<file path="src/rtl/receptor_serial.sv">
// -----------------------------------------------------------------------------
// receptor_serial
//
// Serial-to-parallel frame receiver for the s_out stream of a 4-bit shift
// register running in serial-shift mode. A frame is: start bit (0), WIDTH data
// bits, an optional even-parity bit, and a stop bit (1). The data bits are
// reassembled MSB-first or LSB-first, depending on the bit order latched at the
// start bit.
//
// Parameters
//   WIDTH   data bits per frame (>= 2)
//   PARITY  1 = an even-parity bit follows the data, 0 = no parity bit
//
// Ports
//   clk      in   rising-edge clock
//   reset_L  in   asynchronous reset, active low
//   enb      in   sample enable (bit-period tick); when 0 all state holds
//   s_in     in   serial line, idle high
//   dir      in   bit order: 0 = MSB first, 1 = LSB first
//   q        out  last correctly received word
//   valid    out  one-cycle strobe: q was just updated
//   par_err  out  one-cycle strobe: parity mismatch
//   frm_err  out  one-cycle strobe: stop bit sampled 0
//   busy     out  high while a frame is in progress
// -----------------------------------------------------------------------------
module receptor_serial #(
  parameter int WIDTH  = 4,
  parameter bit PARITY = 1'b1
) (
  input  logic             clk,
  input  logic             reset_L,
  input  logic             enb,
  input  logic             s_in,
  input  logic             dir,
  output logic [WIDTH-1:0] q,
  output logic             valid,
  output logic             par_err,
  output logic             frm_err,
  output logic             busy
);

  localparam int CW = $clog2(WIDTH + 1);

  typedef enum logic [1:0] {
    IDLE = 2'd0,
    DATA = 2'd1,
    PAR  = 2'd2,
    STOP = 2'd3
  } state_t;

  state_t           state_q, state_d;
  logic [CW-1:0]    cnt_q, cnt_d;
  logic [WIDTH-1:0] shreg_q, shreg_d;
  logic             dir_q, dir_d;
  logic             pe_q, pe_d;
  logic [WIDTH-1:0] q_q, q_d;
  logic             valid_q, valid_d;
  logic             par_err_q, par_err_d;
  logic             frm_err_q, frm_err_d;
  logic             busy_q, busy_d;

  // ---------------------------------------------------------------------------
  // Next-state and output logic
  // ---------------------------------------------------------------------------
  always_comb begin
    // NOTE: every signal gets a default before any branch, so no path through
    // this block leaves a value unassigned and no latch is inferred.
    state_d   = state_q;
    cnt_d     = cnt_q;
    shreg_d   = shreg_q;
    dir_d     = dir_q;
    pe_d      = pe_q;
    q_d       = q_q;
    // Strobes default low on every edge, so they last exactly one clock
    // even when enb is low on the following edge.
    valid_d   = 1'b0;
    par_err_d = 1'b0;
    frm_err_d = 1'b0;

    if (enb) begin
      unique case (state_q)
        IDLE: begin
          // Compare against a clean 0: an unknown line level in simulation
          // evaluates false and does not start a frame.
          if (s_in == 1'b0) begin
            state_d = DATA;
            cnt_d   = '0;
            shreg_d = '0;
            dir_d   = dir;
            pe_d    = 1'b0;
          end
        end

        DATA: begin
          if (dir_q) shreg_d = {s_in, shreg_q[WIDTH-1:1]};
          else       shreg_d = {shreg_q[WIDTH-2:0], s_in};
          cnt_d = cnt_q + 1'b1;
          if (cnt_q == CW'(WIDTH - 1)) state_d = PARITY ? PAR : STOP;
        end

        PAR: begin
          // Odd total count of ones (data + parity bit) is an error.
          pe_d    = (^shreg_q) ^ s_in;
          state_d = STOP;
        end

        STOP: begin
          // A 0 here is a framing fault, never a new start bit.
          state_d = IDLE;
          if (!s_in)     frm_err_d = 1'b1;
          else if (pe_q) par_err_d = 1'b1;
          else begin
            q_d     = shreg_q;
            valid_d = 1'b1;
          end
        end

        default: state_d = IDLE;
      endcase
    end

    busy_d = (state_d != IDLE);
  end

  // ---------------------------------------------------------------------------
  // State registers
  // ---------------------------------------------------------------------------
  // NOTE: sequential state uses non-blocking assignments so every register
  // samples the pre-edge values, independent of statement order.
  always_ff @(posedge clk or negedge reset_L) begin
    if (!reset_L) begin
      state_q   <= IDLE;
      cnt_q     <= '0;
      shreg_q   <= '0;
      dir_q     <= 1'b0;
      pe_q      <= 1'b0;
      q_q       <= '0;
      valid_q   <= 1'b0;
      par_err_q <= 1'b0;
      frm_err_q <= 1'b0;
      busy_q    <= 1'b0;
    end else begin
      state_q   <= state_d;
      cnt_q     <= cnt_d;
      shreg_q   <= shreg_d;
      dir_q     <= dir_d;
      pe_q      <= pe_d;
      q_q       <= q_d;
      valid_q   <= valid_d;
      par_err_q <= par_err_d;
      frm_err_q <= frm_err_d;
      busy_q    <= busy_d;
    end
  end

  assign q       = q_q;
  assign valid   = valid_q;
  assign par_err = par_err_q;
  assign frm_err = frm_err_q;
  assign busy    = busy_q;

endmodule

</file>
<file path="config.mk">
export PLATFORM = sky130hd
export DESIGN_NAME = receptor_serial
export DESIGN_NICKNAME = d
export VERILOG_FILES = /design/src/rtl/receptor_serial.sv
export SDC_FILE = /design/constraint.sdc
export NUM_CORES = 1
export LEC_CHECK = 0
export BUFFER_PORTS_ARGS = -buffer_cell sky130_fd_sc_hd__buf_2
export CORE_UTILIZATION = 57
export DETAILED_ROUTE_END_ITERATION = 6
export HOLD_SLACK_MARGIN = 0.15
export PLACE_DENSITY_LB_ADDON = 0.2
export SYNTH_ARGS = -nofsm -noshare
export SYNTH_HDL_FRONTEND = slang
export SYNTH_SLANG_ARGS = --single-unit
</file>
<file path="constraint.sdc">
create_clock -name clk -period 3.9 [get_ports clk]
set_clock_uncertainty 0.2 [all_clocks]
set_input_delay 0.975 -clock clk [delete_from_list [all_inputs] [get_ports clk]]
set_output_delay 0.975 -clock clk [all_outputs]
set_load 0.005 [all_outputs]
</file>
==> flow_results.xml <==
<?xml version="1.0" encoding="UTF-8"?>
<metrics>
  <group name="floorplanning">
    <metric name="initial_utilization" unit="%">63.2</metric>
    <metric name="boundaryPins" unit="">13</metric>
    <metric name="width_of_the_die" unit="um">40.5</metric>
    <metric name="row_count" unit="">13</metric>
    <metric name="core_region_area" unit="um2">1330</metric>
    <metric name="die_h" unit="um">40.5</metric>
    <metric name="floorplan.die_area" unit="um2">1640</metric>
  </group>
  <group name="pwr">
    <metric name="p_clk_share" unit="%">14.6</metric>
    <metric name="power.combinational.fraction" unit="%">33.6</metric>
    <metric name="seqPwrFrac" unit="%">51.9</metric>
    <metric name="totalPowerFinal" unit="mW">0.660</metric>
    <metric name="total_switching_power" unit="mW">0.226</metric>
    <metric name="total_leakage_power" unit="nW">0.474</metric>
    <metric name="power_density" unit="nW/um2">703</metric>
    <metric name="max-vdd-ir-drop" unit="mV">0.411</metric>
    <metric name="power.share.switching" unit="%">34.2</metric>
    <metric name="p_int" unit="mW">0.435</metric>
  </group>
  <group name="synth">
    <metric name="yosys_warnings" unit="">0</metric>
    <metric name="postSynthRegisterBits" unit="">19</metric>
    <metric name="mean_instance_size_in_the_synthesized_netlist" unit="um2">13.0</metric>
    <metric name="synth-seq-area-share" unit="%">56.4</metric>
    <metric name="synth_largest_type_area_fraction" unit="%">56.4</metric>
    <metric name="synthMostInstantiatedCell" unit="">sky130_fd_sc_hd__dfrtp_1</metric>
    <metric name="syn_nets" unit="">72</metric>
    <metric name="synth_edf_count" unit="">0</metric>
    <metric name="syn_area" unit="um2">843</metric>
    <metric name="synth_top_area_cell" unit="">sky130_fd_sc_hd__dfrtp_1</metric>
    <metric name="synth.lib_cells_used.distinct" unit="">24</metric>
    <metric name="syn-instance-count" unit="">65</metric>
    <metric name="yosys-top-cells-area" unit="">sky130_fd_sc_hd__dfrtp_1 56%, sky130_fd_sc_hd__mux2_2 8.0%, sky130_fd_sc_hd__o2bb2ai_1 5.2%</metric>
    <metric name="async_flop_share" unit="%">100</metric>
    <metric name="prevailing_post_synth_register_cell" unit="">sky130_fd_sc_hd__dfrtp_1</metric>
    <metric name="netlist_top_cells_count" unit="">19 x sky130_fd_sc_hd__dfrtp_1, 6 x sky130_fd_sc_hd__mux2_2, 6 x sky130_fd_sc_hd__nand2_1</metric>
  </group>
  <group name="timing">
    <metric name="final_count_of_negative_setup_slack_endpoints" unit="">0</metric>
    <metric name="pins_over_slew_limit" unit="">0</metric>
    <metric name="relSlewSlack" unit="%">67.8</metric>
    <metric name="timing.hold.ws" unit="ps">313</metric>
    <metric name="post-route-period-util" unit="%">50.8</metric>
    <metric name="period_needed" unit="ps">1980</metric>
    <metric name="final.setup.tns" unit="ps">0</metric>
    <metric name="worst_slack" unit="ps">1920</metric>
    <metric name="fmax" unit="GHz">0.505</metric>
    <metric name="finalHoldViolations" unit="">0</metric>
    <metric name="grt_setup_unrepaired" unit="">false</metric>
    <metric name="measured_slew_at_the_worst_slew_check_pin" unit="ps">479</metric>
  </group>
  <group name="placement">
    <metric name="place_area" unit="um2">913</metric>
    <metric name="io_buffers" unit="">12</metric>
    <metric name="pre_cts_ws" unit="ps">1630</metric>
    <metric name="hpwlAfterDp" unit="um">959</metric>
    <metric name="gp_routability_congestion" unit="">0.709</metric>
  </group>
  <group name="worst_setup_path">
    <metric name="critical_path_required" unit="ps">2720</metric>
    <metric name="rrSetupSlack" unit="ps">2280</metric>
    <metric name="criticalPathCategory" unit="">register to output port</metric>
    <metric name="start_kind" unit="">register</metric>
    <metric name="critPathMaxFanout" unit="">2</metric>
    <metric name="crit_path_cell_trace" unit="">buf_2</metric>
    <metric name="crit_buf_inv" unit="">1</metric>
    <metric name="path_delay_family" unit="">flip-flops</metric>
    <metric name="critPathMaxStageDelay" unit="ps">390</metric>
    <metric name="slowest_stage" unit="">sky130_fd_sc_hd__dfrtp_1</metric>
    <metric name="crit_path_end_kind" unit="">output port</metric>
    <metric name="timing.critical_path.arrival" unit="ps">800</metric>
  </group>
  <group name="global_routing">
    <metric name="groute.layer.met1.usage" unit="%">27.9</metric>
    <metric name="busiest_layer" unit="">met2</metric>
    <metric name="number_of_antenna_violations_at_the_first_check_in_global_routing" unit="">0</metric>
    <metric name="grt_pass1_vias" unit="">474</metric>
    <metric name="grt_overflow" unit="">0</metric>
    <metric name="grt_pass1_wl" unit="mm">2.07</metric>
    <metric name="grt_max_degree" unit="">20</metric>
    <metric name="met2_track_utilization_from_global_routing" unit="%">29.4</metric>
    <metric name="groute.layer.met3.usage" unit="%">3.33</metric>
    <metric name="grt_usage" unit="%">19.8</metric>
  </group>
  <group name="clock_tree">
    <metric name="root_buffer" unit="">sky130_fd_sc_hd__clkbuf_4</metric>
    <metric name="cts-root-to-sink-buffers" unit="">2</metric>
    <metric name="tritoncts" unit="">yes</metric>
    <metric name="cts_hold_bufs" unit="">0</metric>
    <metric name="cts-buffers-inserted" unit="">3</metric>
    <metric name="clk_transition_reported_paths" unit="ps">100</metric>
    <metric name="htree_num_levels" unit="">1</metric>
    <metric name="post_cts_resized" unit="">0</metric>
    <metric name="cts_sinks" unit="">19</metric>
    <metric name="postCtsSetupRepairBufs" unit="">0</metric>
    <metric name="clk-insertion-delay-late" unit="ps">290</metric>
  </group>
  <group name="min_path">
    <metric name="hp-class" unit="">register to register</metric>
  </group>
  <group name="routing">
    <metric name="routed-via-count" unit="">533</metric>
    <metric name="detailedRoute.firstIterationViolations" unit="">2</metric>
    <metric name="drt_first_pass_iters" unit="">4</metric>
    <metric name="wl_per_cell" unit="um">14.2</metric>
    <metric name="postRouteAntennaNets" unit="">0</metric>
    <metric name="route.detailed.drc" unit="">0</metric>
    <metric name="detailed_route_wire_length" unit="mm">1.34</metric>
    <metric name="viasPerCell" unit="">5.67</metric>
  </group>
  <group name="finish">
    <metric name="num-nets-final" unit="">87</metric>
    <metric name="finish.instance_area" unit="um2">940</metric>
    <metric name="layout-area-overhead-vs-synth" unit="%">11.4</metric>
    <metric name="drive_above_1_share" unit="%">30.4</metric>
    <metric name="num_antenna_cells" unit="">0</metric>
  </group>
  <group name="outcome">
    <metric name="run_status" unit="">finished, final reports clean</metric>
  </group>
  <group name="run">
    <metric name="cap_viol_max_count" unit="">0</metric>
  </group>
</metrics>
-- layer usage --
layer  wire (um)  up-vias
li1            -      262
met1         680      260
met2         611        9
met3          37        2
met4           6        0
met5           0        -
-- power groups by stage --
stage	Clock (mW)	Sequential, mW	Combinational [mW]
2_1_floorplan	0	0.318	0.189
3_3_place_gp	0	0.342	0.218
3_5_place_dp	0	0.346	0.226
4_1_cts	0.100	0.342	0.226
5_1_grt	0.107	0.352	0.252
6_report	0.0961	0.342	0.222
-- area by class of cell --
class / instances / area [um2]
clock buffers: 4 / 26.3
fillers: 96 / 394
inverters: 3 / 11.3
multi-input cells: 41 / 348
flip-flops and latches: 19 / 475
well taps: 15 / 18.8
repair buffers: 12 / 60.1
-- cells by family (layout without fill, tap and decap cells) --
group                    Yosys count  count (layout)  synth area share [%]
AO/OA/AOI/OAI                     10              10                  9.35
XOR/XNOR                           3               3                  4.75
adder cells (fa/ha/maj)            2               2                  2.97
buffers and inverters              5              19                  2.37
flip-flops                        19              19                  56.4
multiplexers                      10              10                  12.8
AND/OR/NAND/NOR                   16              16                  11.4
-- flip-flops by register name (all words and copies together), names as in the netlist --
| signal | flops |
|---|---|
| valid | 1 |
| busy | 1 |
| shreg_q | 4 |
| cnt_q | 3 |
| state_q | 2 |
| dir_q | 1 |
| frm_err | 1 |
| q | 4 |
| pe_q | 1 |
| par_err | 1 |
-- worst reg2reg max path, stage by stage, from the launching register on --
cell	delay, ps
sky130_fd_sc_hd__dfrtp_1	510
sky130_fd_sc_hd__nand3_2	160
sky130_fd_sc_hd__nor3_4	260
sky130_fd_sc_hd__mux2_2	370
-- stage by stage --
step           util, %  cells
2_1_floorplan        -     65
4_1_cts           70.5     94
3_5_place_dp      68.5     90
5_1_grt           70.5     94
3_3_place_gp      68.5     90
6_report          70.5     94
-- final timing paths --
kind,startpoint,end,depth (start not counted)
max in group asynchronous,reset_L,q[1],1
worst max-delay path,q[3],q[3],1
worst max register to register,state_q[0],q[1],3
worst min register to register,q[1],q[1],1
min in group asynchronous,reset_L,busy,1
worst min-delay path,q[1],q[1],1
-- layout by cell type, fill, tap and decap left out, drive strengths merged --
master / count
nand3: 1
mux2i: 4
clkbuf: 4
ha: 2
nand4: 1
a22o: 1
nor2b: 2
xnor2: 1
nor3: 2
nand2: 6
dfrtp: 19
nor3b: 1
o21ai: 3
mux2: 6
nor2: 2
a32o: 1
nand4b: 1
o2bb2ai: 5
xor2: 1
inv: 3
buf: 12
xnor3: 1
(Power assumes the default switching activity.)
